`src/rtl/spi_reg_writer.sv`:
```
// spi_reg_writer: writes one peripheral register as an SPI mode-0 address frame followed by a data frame
module spi_reg_writer #(
   parameter int DIV = 4,
   parameter int GAP = 8
) (
   input  logic       clk,
   input  logic       rst_n,
   input  logic       req_valid,
   output logic       req_ready,
   input  logic [3:0] req_addr,
   input  logic [7:0] req_data,
   output logic       busy,
   output logic       done,
   output logic       err,
   output logic       SCLK,
   output logic       COPI,
   output logic       nCS
);
   localparam int CW = $clog2(DIV > GAP ? DIV : GAP) + 1;
   typedef enum logic [2:0] {S_IDLE, S_REJECT, S_LEAD, S_HIGH, S_LOW, S_LAG, S_GAP} state_t;
   state_t        state;
   logic [CW-1:0] cnt;
   logic [2:0]    bitc;
   logic [7:0]    shreg;
   logic [7:0]    data;
   logic          byte_sel;
   logic          bad;
   logic          in_frame;
   logic          div_end;
   logic          gap_end;
   generate
      if (DIV < 4) begin : g_div_chk
         $error("spi_reg_writer: DIV must be >= 4");
      end
      if (GAP < 4) begin : g_gap_chk
         $error("spi_reg_writer: GAP must be >= 4");
      end
   endgenerate
   assign in_frame = state inside {S_LEAD, S_HIGH, S_LOW, S_LAG};
   assign div_end  = cnt == CW'(DIV - 1);
   assign gap_end  = cnt == (byte_sel ? CW'(GAP - 2) : CW'(GAP - 1));
   always_ff @(posedge clk or negedge rst_n) begin
      if (!rst_n) begin
         state     <= S_IDLE;
         cnt       <= '0;
         bitc      <= '0;
         shreg     <= '0;
         data      <= '0;
         byte_sel  <= 1'b0;
         bad       <= 1'b0;
         nCS       <= 1'b1;
         SCLK      <= 1'b0;
         COPI      <= 1'b0;
         req_ready <= 1'b1;
         busy      <= 1'b0;
         done      <= 1'b0;
         err       <= 1'b0;
      end else begin
         nCS       <= !in_frame;
         SCLK      <= state == S_HIGH;
         COPI      <= in_frame && shreg[7];
         busy      <= state != S_IDLE;
         req_ready <= state == S_IDLE && !(req_valid && req_ready);
         done      <= state == S_IDLE && busy && !bad;
         err       <= state == S_IDLE && busy && bad;
         cnt       <= cnt + 1'b1;
         case (state)
            S_IDLE: if (req_valid && req_ready) begin
               state    <= req_addr > 4'd4 ? S_REJECT : S_LEAD;
               bad      <= req_addr > 4'd4;
               data     <= req_data;
               shreg    <= {4'b1000, req_addr};
               byte_sel <= 1'b0;
               bitc     <= '0;
               cnt      <= '0;
            end
            S_REJECT: state <= S_IDLE;
            S_LEAD: if (div_end) begin
               state <= S_HIGH;
               cnt   <= '0;
            end
            S_HIGH: if (div_end) begin
               state <= bitc == 3'd7 ? S_LAG : S_LOW;
               shreg <= shreg << 1;
               cnt   <= '0;
            end
            S_LOW: if (div_end) begin
               state <= S_HIGH;
               bitc  <= bitc + 1'b1;
               cnt   <= '0;
            end
            S_LAG: if (div_end) begin
               state <= S_GAP;
               cnt   <= '0;
            end
            S_GAP: if (gap_end) begin
               state    <= byte_sel ? S_IDLE : S_LEAD;
               byte_sel <= 1'b1;
               shreg    <= data;
               bitc     <= '0;
               cnt      <= '0;
            end
            default: state <= S_IDLE;
         endcase
      end
   end
endmodule

```
`config.mk`:
```
export PLATFORM = sky130hd
export DESIGN_NAME = spi_reg_writer
export DESIGN_NICKNAME = d
export VERILOG_FILES = /design/src/rtl/spi_reg_writer.sv
export SDC_FILE = /design/constraint.sdc
export NUM_CORES = 1
export LEC_CHECK = 0
export ABC_AREA = 1
export CAP_MARGIN = 40
export CORE_AREA = 2 2 51 76
export DETAILED_ROUTE_END_ITERATION = 10
export DIE_AREA = 0 0 53 78
export PLACE_DENSITY = 0.84
export SETUP_SLACK_MARGIN = 0.2
export SLEW_MARGIN = 20
export SYNTH_ARGS = -nofsm -noshare
export SYNTH_HDL_FRONTEND = slang
export SYNTH_SLANG_ARGS = --single-unit
```
`constraint.sdc`:
```
create_clock -name clk -period 1.5 [get_ports clk]
set_input_delay 0.225 -clock clk [delete_from_list [all_inputs] [get_ports clk]]
set_output_delay 0.225 -clock clk [all_outputs]
set_load 0.005 [all_outputs]
```
### Word level (Yosys, flattened, before mapping)

Cells that the tools add are included.

| storage, ports and cells | value |
|---|---|
| output and inout port bits | 7 |
| word-level logic and storage cells | 78 |
| flip-flop bits (word level) | 35 |

| operators by class | value |
|---|---|
| order comparisons | 1 |
| equal/unequal tests | 14 |
| reduce and logical (&&, ||, !) cells | 22 |
| add/subtract/negate cells | 2 |
| multiplexer cells | 25 |

Operator list:

| kind | number |
|---|---|
| 3-bit 2-to-1 mux | 8 |
| 8-bit 2-to-1 mux | 3 |
| 8-bit one-hot mux with 3 select lines | 1 |
| 3-bit one-hot mux with 5 select lines | 1 |
| 3-bit equality test, second input constant | 4 |
| 4-bit 2-to-1 mux | 3 |
| 4-bit one-hot mux with 3 select lines | 1 |
| 3-bit one-hot mux with 3 select lines | 1 |
| 3-bit nonzero test | 3 |
| 2-bit != test, second input constant | 4 |
| 4-bit AND reduction | 2 |
| 3-bit by 2-bit equality test with 1-bit output, second input constant | 2 |
| 1-bit logical AND | 6 |
| 5-bit AND reduction | 1 |
| 4-bit by 1-bit adder with 4-bit output, second input constant | 1 |
| 4-bit by 2-bit equality test with 1-bit output, second input constant | 1 |
| 4-bit by 3-bit equality test with 1-bit output | 1 |
| 4-bit by 3-bit greater-than comparator with 1-bit output, second input constant | 1 |
| 1-bit 2-to-1 mux | 4 |
| 2-bit 2-to-1 mux | 2 |
| 2-bit by 1-bit != test with 1-bit output, second input constant | 2 |
| 4-bit nonzero test | 1 |
| 4-bit OR reduction | 1 |
| 3-bit by 1-bit adder with 3-bit output, second input constant | 1 |
| 7 further kinds | 9 |

### Depth between registers and ports, before layout

Gate-level depths: netlist (run 1).

| depth | value |
|---|---|
| depth after elaboration | 4 |
| gate-level depth with buffers | 9 |

### Least setup slack after synthesis (run 1)

Ideal clock, no wire load.

| timing path | value |
|---|---|
| path type | flip-flop to flip-flop |
| start point | register state[0] |
| end point | register shreg[0] |
| arrival | 1.193 ns |
| required time | 1.379 ns |
| setup slack | 0.185 ns |
| clock period less this slack | 1.315 ns |
| cell stages (with the launch flop) | 9 |
| cell sequence | dfrtp_1 > buf_6 > inv_2 > nand3_1 > buf_6 > nand3_1 > nand2_4 > o21bai_1 > nand2_1 |

| between the ends | value |
|---|---|
| longest elaborated chain between the ends | 3 |

RTL lines:

| what | RTL line | RTL |
|---|---|---|
| start, declared | 21 | `state_t state;` |
| start signal, assigned | 69 | `state <= req_addr > 4'd4 ? S_REJECT : S_LEAD;` |
| start signal, assigned | 83 | `state <= bitc == 3'd7 ? S_LAG : S_LOW;` |
| start signal, assigned | 97 | `state <= byte_sel ? S_IDLE : S_LEAD;` |
| 3-bit equality test (tied with other cells) | 67 | `case (state)` |
| 2-bit != test (no line) (tied with other cells) | n/a |  |
| 4-bit AND reduction (no line) | n/a |  |
| end signal, assigned | 72 | `shreg <= {4'b1000, req_addr};` |
| end signal, assigned | 84 | `shreg <= shreg << 1;` |
| end signal, assigned | 99 | `shreg <= data;` |
| end, declared | 24 | `logic [7:0] shreg;` |

Several ways; a longest one is shown, not always the timed one.
A chain may end at the register's enable or synchronous reset.

### Worst setup path after layout (run 1)

| timing path | value |
|---|---|
| start point | register state[1] |
| end point | register shreg[4] |

Same word-level chain as after synthesis.

==> metrics, run 1 <==
status=finished, final reports clean; leading cell type in the layout, fill and taps excluded=nand2_1; TritonCTS buffer count=5; Worst VDD drop=0.00147 V; Final #Nets=297; largest net degree at the start of global routing=36; clock latency on the worst-skew pair=0.29 ns; Hold Fails Final Rpt=0; Bufs and invs on worst path=2; #FFs+latches synth=35; RSZ-0062 raised after global routing=true; Placeable Area=3420 sq um; GRT Resource Usage Total=28.2%; layout cells sized above 1=40.4%; GR Overflow Total=0; Post-Syn Area per Cell=8.12 sq um; HPWL after DPL=3000 um; pre-CTS setup slack=-0.00381 ns; Final Cycle Share=98.1%; fin. max-slew vios=0; DR DRC count=0; Clk pwr share=11.1%; Crit Path Class=reg -> reg; die width=53 um; smallest hold slack=0.315 ns; CTS Hold Bufs=0; Initial Util=53.7%; Critical Path Source Type=register; Max Cap Viol=0; P_int=3.17 mW; most frequent cells in the layout=49 x nand2_1, 30 x dfrtp_1, 23 x inv_1, 17 x nand2_2, 17 x nand3_2; Static Leak=1.36 nW; ANT cells=0; deepest clock path buffer count=2; final core occ=79.6%; final worst slack=0.0281 ns; final estimated routing congestion in global placement=0.871; crit path max fanout=8; CP max stage delay=0.51 ns; fillcell total=173; initial antenna violation count=0; Fmax achieved=0.679 GHz; Synth Cell Area=1840 sq um; H-tree levels=2; clk slew on worst S/H paths=0.07 ns; Top Family by Delay on Critical Path=flip-flops; Ports=22; first drt pass iteration count=6; min cycle time layout=1.47 ns; first-pass GRT wire length=8420 um; Sw Pwr=2.70 mW; Cell Pwr Density=2160 nW/um^2; switching share of total power=46.0%; Comb pwr share=60.2%; Core Rows=26; die area=4130 sq um; slew of the pin with the lowest slew margin=0.409 ns; crit path max-delay cell type=dfrtp_2; Seq/Total Area, Yosys=47.9%; syn_nets=244; worst path cell trace=buf_6 > nand3_4 > inv_4 > nand2_4 > nand2_2 > o21bai_1 > nand2_1; Crit. End Element=register; worst hold path class=in -> async; WP data required=1.66 ns; final WL=6130 um; port bufs=21; Final Setup Violations=0; Sequential Power Share=28.7%; Synth cell types=26; DR iter-0 viols=150; Area Growth Syn to Fin=48.1%; synth warn=0; Mapped Cells=226; Vias/cell=5.91; vias post-DR=1902; final setup skew=0.00611 ns; Worst EP arrival=1.63 ns; slew margin rel.=72.4%; clk root buf=clkbuf_8; final antenna-violating net count=0; drt wl/cell=19.0 um; Die Y=78 um; CTS tree=built; vias in the first global route=1812; Clock Sinks=35
[kinds of logic (layout without fill, tap and decap cells)]
kind of cell    count (synthesis)  after routing  share of synthesized area, %
compound gates                 25             25                          8.93
xor+xnor                        2              2                         0.955
fa+ha+maj                       3              3                          2.05
buf+inv                        38             91                          9.88
flops                          35             35                          47.9
simple gates                  123            124                          30.3
[cells in the mapped netlist]
| master | instances | area share (%) |
|---|---|---|
| buf_4 | 1 | 0.41 |
| a22oi_1 | 1 | 0.41 |
| ha_1 | 3 | 2.0 |
| dfrtp_1 | 33 | 45 |
| buf_6 | 4 | 2.5 |
| dfstp_2 | 2 | 2.9 |
| nor2_4 | 2 | 1.2 |
| clkinv_4 | 1 | 0.48 |
| inv_2 | 5 | 1.0 |
| o21ai_0 | 9 | 2.5 |
| nor3_1 | 3 | 0.82 |
| o21bai_1 | 8 | 3.3 |
| a21oi_4 | 1 | 0.89 |
| nand2_1 | 72 | 15 |
| nand2_2 | 1 | 0.34 |
| o21ai_1 | 1 | 0.27 |
| a21oi_1 | 1 | 0.27 |
| nor2_2 | 1 | 0.34 |
| nand4_1 | 1 | 0.34 |
| nor2_1 | 13 | 2.7 |
| inv_1 | 27 | 5.5 |
| nand2_4 | 3 | 1.8 |
| o22ai_1 | 4 | 1.4 |
| nand3_4 | 1 | 0.95 |
| xnor2_1 | 2 | 0.95 |
| nand3_1 | 26 | 7.1 |
[metrics by stage]
step | total power, mW | cells | setup TNS [ns] | area (sq um)
after floorplan | 3.10 | 226 | 0 | 1840
after global placement | 3.82 | 301 | 0 | 2200
after detailed placement | 3.88 | 301 | -0.00381 | 2200
after CTS | 5.01 | 317 | 0 | 2510
after global routing | 6.16 | 322 | -0.0218 | 2720
final | 5.86 | 322 | 0 | 2720
[final timing paths]
check,slack (ns),to,startpoint,cells after the start
setup / recovery,0.03,shreg[4],state[1],7
hold / removal,0.32,shreg[4],rst_n,2
setup reg to reg,0.03,shreg[4],state[1],7
hold reg to reg,0.47,done,bad,1
max in group asynchronous,0.93,nCS,rst_n,2
min in group clk,0.47,done,bad,1
[final cells by class]
cell class | instances | area (sq um) | area share (%)
timing repair buffer | 50 | 495 | 18.2
clock buffer | 7 | 76.3 | 2.81
clock inverter | 1 | 5.00 | 0.184
multi-input combinational | 154 | 1060 | 39.0
sequential | 35 | 882 | 32.4
inverter | 33 | 146 | 5.38
tap | 42 | 52.6 | 1.93
[power by group through the flow]
| stage | Sequential (mW) | Combinational [mW] | Clock [mW] |
|---|---|---|---|
| 2_1_floorplan | 1.54 | 1.56 | 0 |
| 6_report | 1.68 | 3.53 | 0.649 |
| 4_1_cts | 1.61 | 2.75 | 0.656 |
| 3_5_place_dp | 1.60 | 2.28 | 0 |
| 3_3_place_gp | 1.60 | 2.22 | 0 |
| 5_1_grt | 1.71 | 3.75 | 0.694 |
[flip-flops by register name (all words and copies together) (netlist names)]
register	flops
req_ready	1
SCLK	1
state	3
nCS	1
done	1
shreg	8
byte_sel	1
data	8
err	1
bitc	3
COPI	1
bad	1
busy	1
cnt	4
[timing repair]
action / CTS / global route
cloned: 1 / 1
setup endpoints to repair: 34 / 29
buffers inserted: 7 / 4
pin swaps: 21 / 18
gates resized for setup: 47 / 52
[routing by layer]
metal  GRT usage [%]  wire [um]
met5               0          0
met4            13.3        362
met3            5.00        403
met2            48.3       3260
met1            33.0       2100
[worst reg2reg max path: stages (launching register included)]
cell	delay, ns
dfrtp_2	0.51
buf_6	0.17
nand3_4	0.11
inv_4	0.06
nand2_4	0.09
nand2_2	0.10
o21bai_1	0.19
nand2_1	0.12
Power figures use the tool's default switching activity.
==> inputs of run 2 (changes only) <==
- ABC_CLOCK_PERIOD_IN_PS: default -> 1500
- CTS_BUF_LIST: default -> sky130_fd_sc_hd__clkbuf_8
==> run 2 against run 1 <==
Net effect:
- routed wire length about the same
- hold slack worse by 0.015 ns
- non-clock buffer count unchanged
- clock power about the same
- critical path depth unchanged
- power down 0.18%
- global-route usage unchanged
- register-to-register slack about the same
- cell count unchanged
- sequential share of layout area unchanged
- clock skew up 0.0019 ns
- critical endpoint unchanged
- largest cell class unchanged
- largest power group unchanged
- highest routed layer unchanged
==> metrics, run 2 (synthesized netlist as in run 1, its figures left out) <==
status=finished, final reports clean; final antenna-violating net count=0 (unchanged); r2r worst-path depth=7 (unchanged); Final Cycle Share=97.7% (-0.44 points); worst flop-to-flop path startpoint=state[1]; TritonCTS buffer count=5 (unchanged); Clock Sinks=35 (unchanged); Die Y=78 um (unchanged); register area=882 sq um (unchanged); Vias/cell=5.67 (-4.0%); switching share of total power=46.1% (+0.14 points); Area Growth Syn to Fin=48.1% (unchanged); largest net degree at the start of global routing=36 (unchanged); first drt pass iteration count=4 (-2); min cycle time layout=1.47 ns (-0.00654 ns); CTS Hold Bufs=0 (unchanged); Clk pwr share=11.0% (about the same); RSZ-0062 raised after global routing=true; P_int=3.15 mW (-0.43%); ANT cells=0 (unchanged); Core Rows=26 (unchanged); die width=53 um (unchanged); GR Overflow Total=0 (unchanged); Reg2Reg Setup Slack=0.03 ns (about the same); clock latency on the worst-skew pair=0.29 ns (about the same); port bufs=21 (unchanged); Hold Fails Final Rpt=0 (unchanged); Crit. End Element=register; worst hold path class=in -> async; initial antenna violation count=0 (unchanged); Sw Pwr=2.70 mW (+0.12%); largest registers=data x8, shreg x8, cnt x4; final setup skew=0.00803 ns (+0.00192 ns); Sequential Power Share=28.7% (about the same); layout cells sized above 1=40.4% (unchanged); Comb pwr share=60.3% (about the same); most frequent cells in the layout=49 x nand2_1, 30 x dfrtp_1, 25 x inv_1, 17 x nand2_2, 17 x nand3_2; fin area=2720 sq um (unchanged); final std cells w/o fill=322 (unchanged); Cell Pwr Density=2150 nW/um^2 (-0.18%); footprint of the multi-input gates=1060 sq um (unchanged); final WL=6120 um (about the same); clk root buf=clkbuf_8; Ports=22 (unchanged); Max Cap Viol=0 (unchanged); Critical Path Source Type=register; DR DRC count=0 (unchanged); final core occ=79.6% (unchanged); CTS tree=built; Placed Area=2200 sq um (unchanged); clk slew on worst S/H paths=0.07 ns (about the same); GRT Resource Usage Total=28.2% (unchanged); DR iter-0 viols=156 (+4.0%); first-pass GRT wire length=8420 um (unchanged); dpl cells=301 (unchanged); Static Leak=1.37 nW (+0.61%); reg2reg end=shreg[4]; final estimated routing congestion in global placement=0.871 (unchanged); Crit Path Class=reg -> reg; Worst VDD drop=0.00149 V (+1.3%); vias post-DR=1826 (-4.0%); HPWL after DPL=3000 um (unchanged); drt wl/cell=19.0 um (about the same); Worst EP arrival=1.63 ns (about the same); slew of the pin with the lowest slew margin=0.406 ns (-0.00381 ns); deepest clock path buffer count=2 (unchanged); Final #Nets=297 (unchanged); Final Setup Violations=0 (unchanged); die area=4130 sq um (unchanged); Placeable Area=3420 sq um (unchanged); smallest hold slack=0.301 ns (-0.0146 ns); fillcell total=173 (unchanged); crit path max fanout=8 (unchanged); Initial Util=53.7% (unchanged); vias in the first global route=1812 (unchanged); H-tree levels=2 (unchanged); WP data required=1.67 ns (about the same); fin. max-slew vios=0 (unchanged); Fmax achieved=0.682 GHz (+0.45%); slew margin rel.=72.7% (+0.26 points); leading cell type in the layout, fill and taps excluded=nand2_1
run 2: cell types whose count changed in the layout (fill, tap and decap cells not counted):
cell and delta:
clkbuf_1 -2, inv_1 +2
run 2: worst max-delay path: stages (launching register included):
cell and delay (ns):
dfrtp_2 0.50, buf_6 0.16, nand3_4 0.11, inv_4 0.06, nand2_4 0.09, nand2_2 0.10
o21bai_1 0.19, nand2_1 0.12
run 2: timing repair:
| action | in CTS | in global routing |
|---|---|---|
| pin swaps | 21 | 18 |
| setup endpoints to repair | 34 | 29 |
| resized for setup | 47 | 52 |
| buffers inserted | 7 | 4 |
| cloned | 1 | 1 |
run 2: stage by stage:
stage	total power, mW	worst slack (ns)	setup TNS [ns]
finish	5.85	0.0346	0
global route	6.15	-0.0223	-0.0223
CTS	5.00	0.156	0
detailed placement	3.88	-0.00381	-0.00381
global placement	3.82	0.0437	0
floorplan	3.10	0.205	0
run 2: layer usage:
metal	routed length [um]	part of all wire (%)	global-route usage, %	up-vias
met5	0	0	0	-
met4	360	5.9	13.3	0
met3	300	4.9	5.00	33
met2	3250	53	48.3	91
met1	2210	36	33.0	881
li1	-	-	-	821
run 2: cell type report:
class	count	area share [%]
Multi-Input combinational cell	154	39.0
Sequential cell	35	32.4
Timing Repair Buffer	50	18.2
Tap cell	42	1.93
Inverter	33	5.38
Clock buffer	5	2.53
Clock inverter	3	0.460
run 2: worst max path at each step:
stage | startpoint | depth (start not counted) | end
2_1_floorplan | state[2] | 8 | shreg[4]
3_3_place_gp | req_valid | 7 | data[2]
3_5_place_dp | req_valid | 7 | data[1]
4_1_cts | state[1] | 7 | state[0]
5_1_grt | state[1] | 7 | shreg[4]
6_report | state[1] | 7 | shreg[4]
run 2: power by group through the flow:
stage	clock, mW	sequential, mW	combinational [mW]
floorplan	0	1.54	1.56
global placement	0	1.60	2.22
detailed placement	0	1.60	2.28
CTS	0.643	1.61	2.75
global route	0.682	1.71	3.75
finish	0.646	1.68	3.53
==> inputs of run 3 (changes only) <==
- SKIP_LAST_GASP: default -> 1
==> results of run 3 <==
Final layout, timing and power as in run 2 (identical DEF).
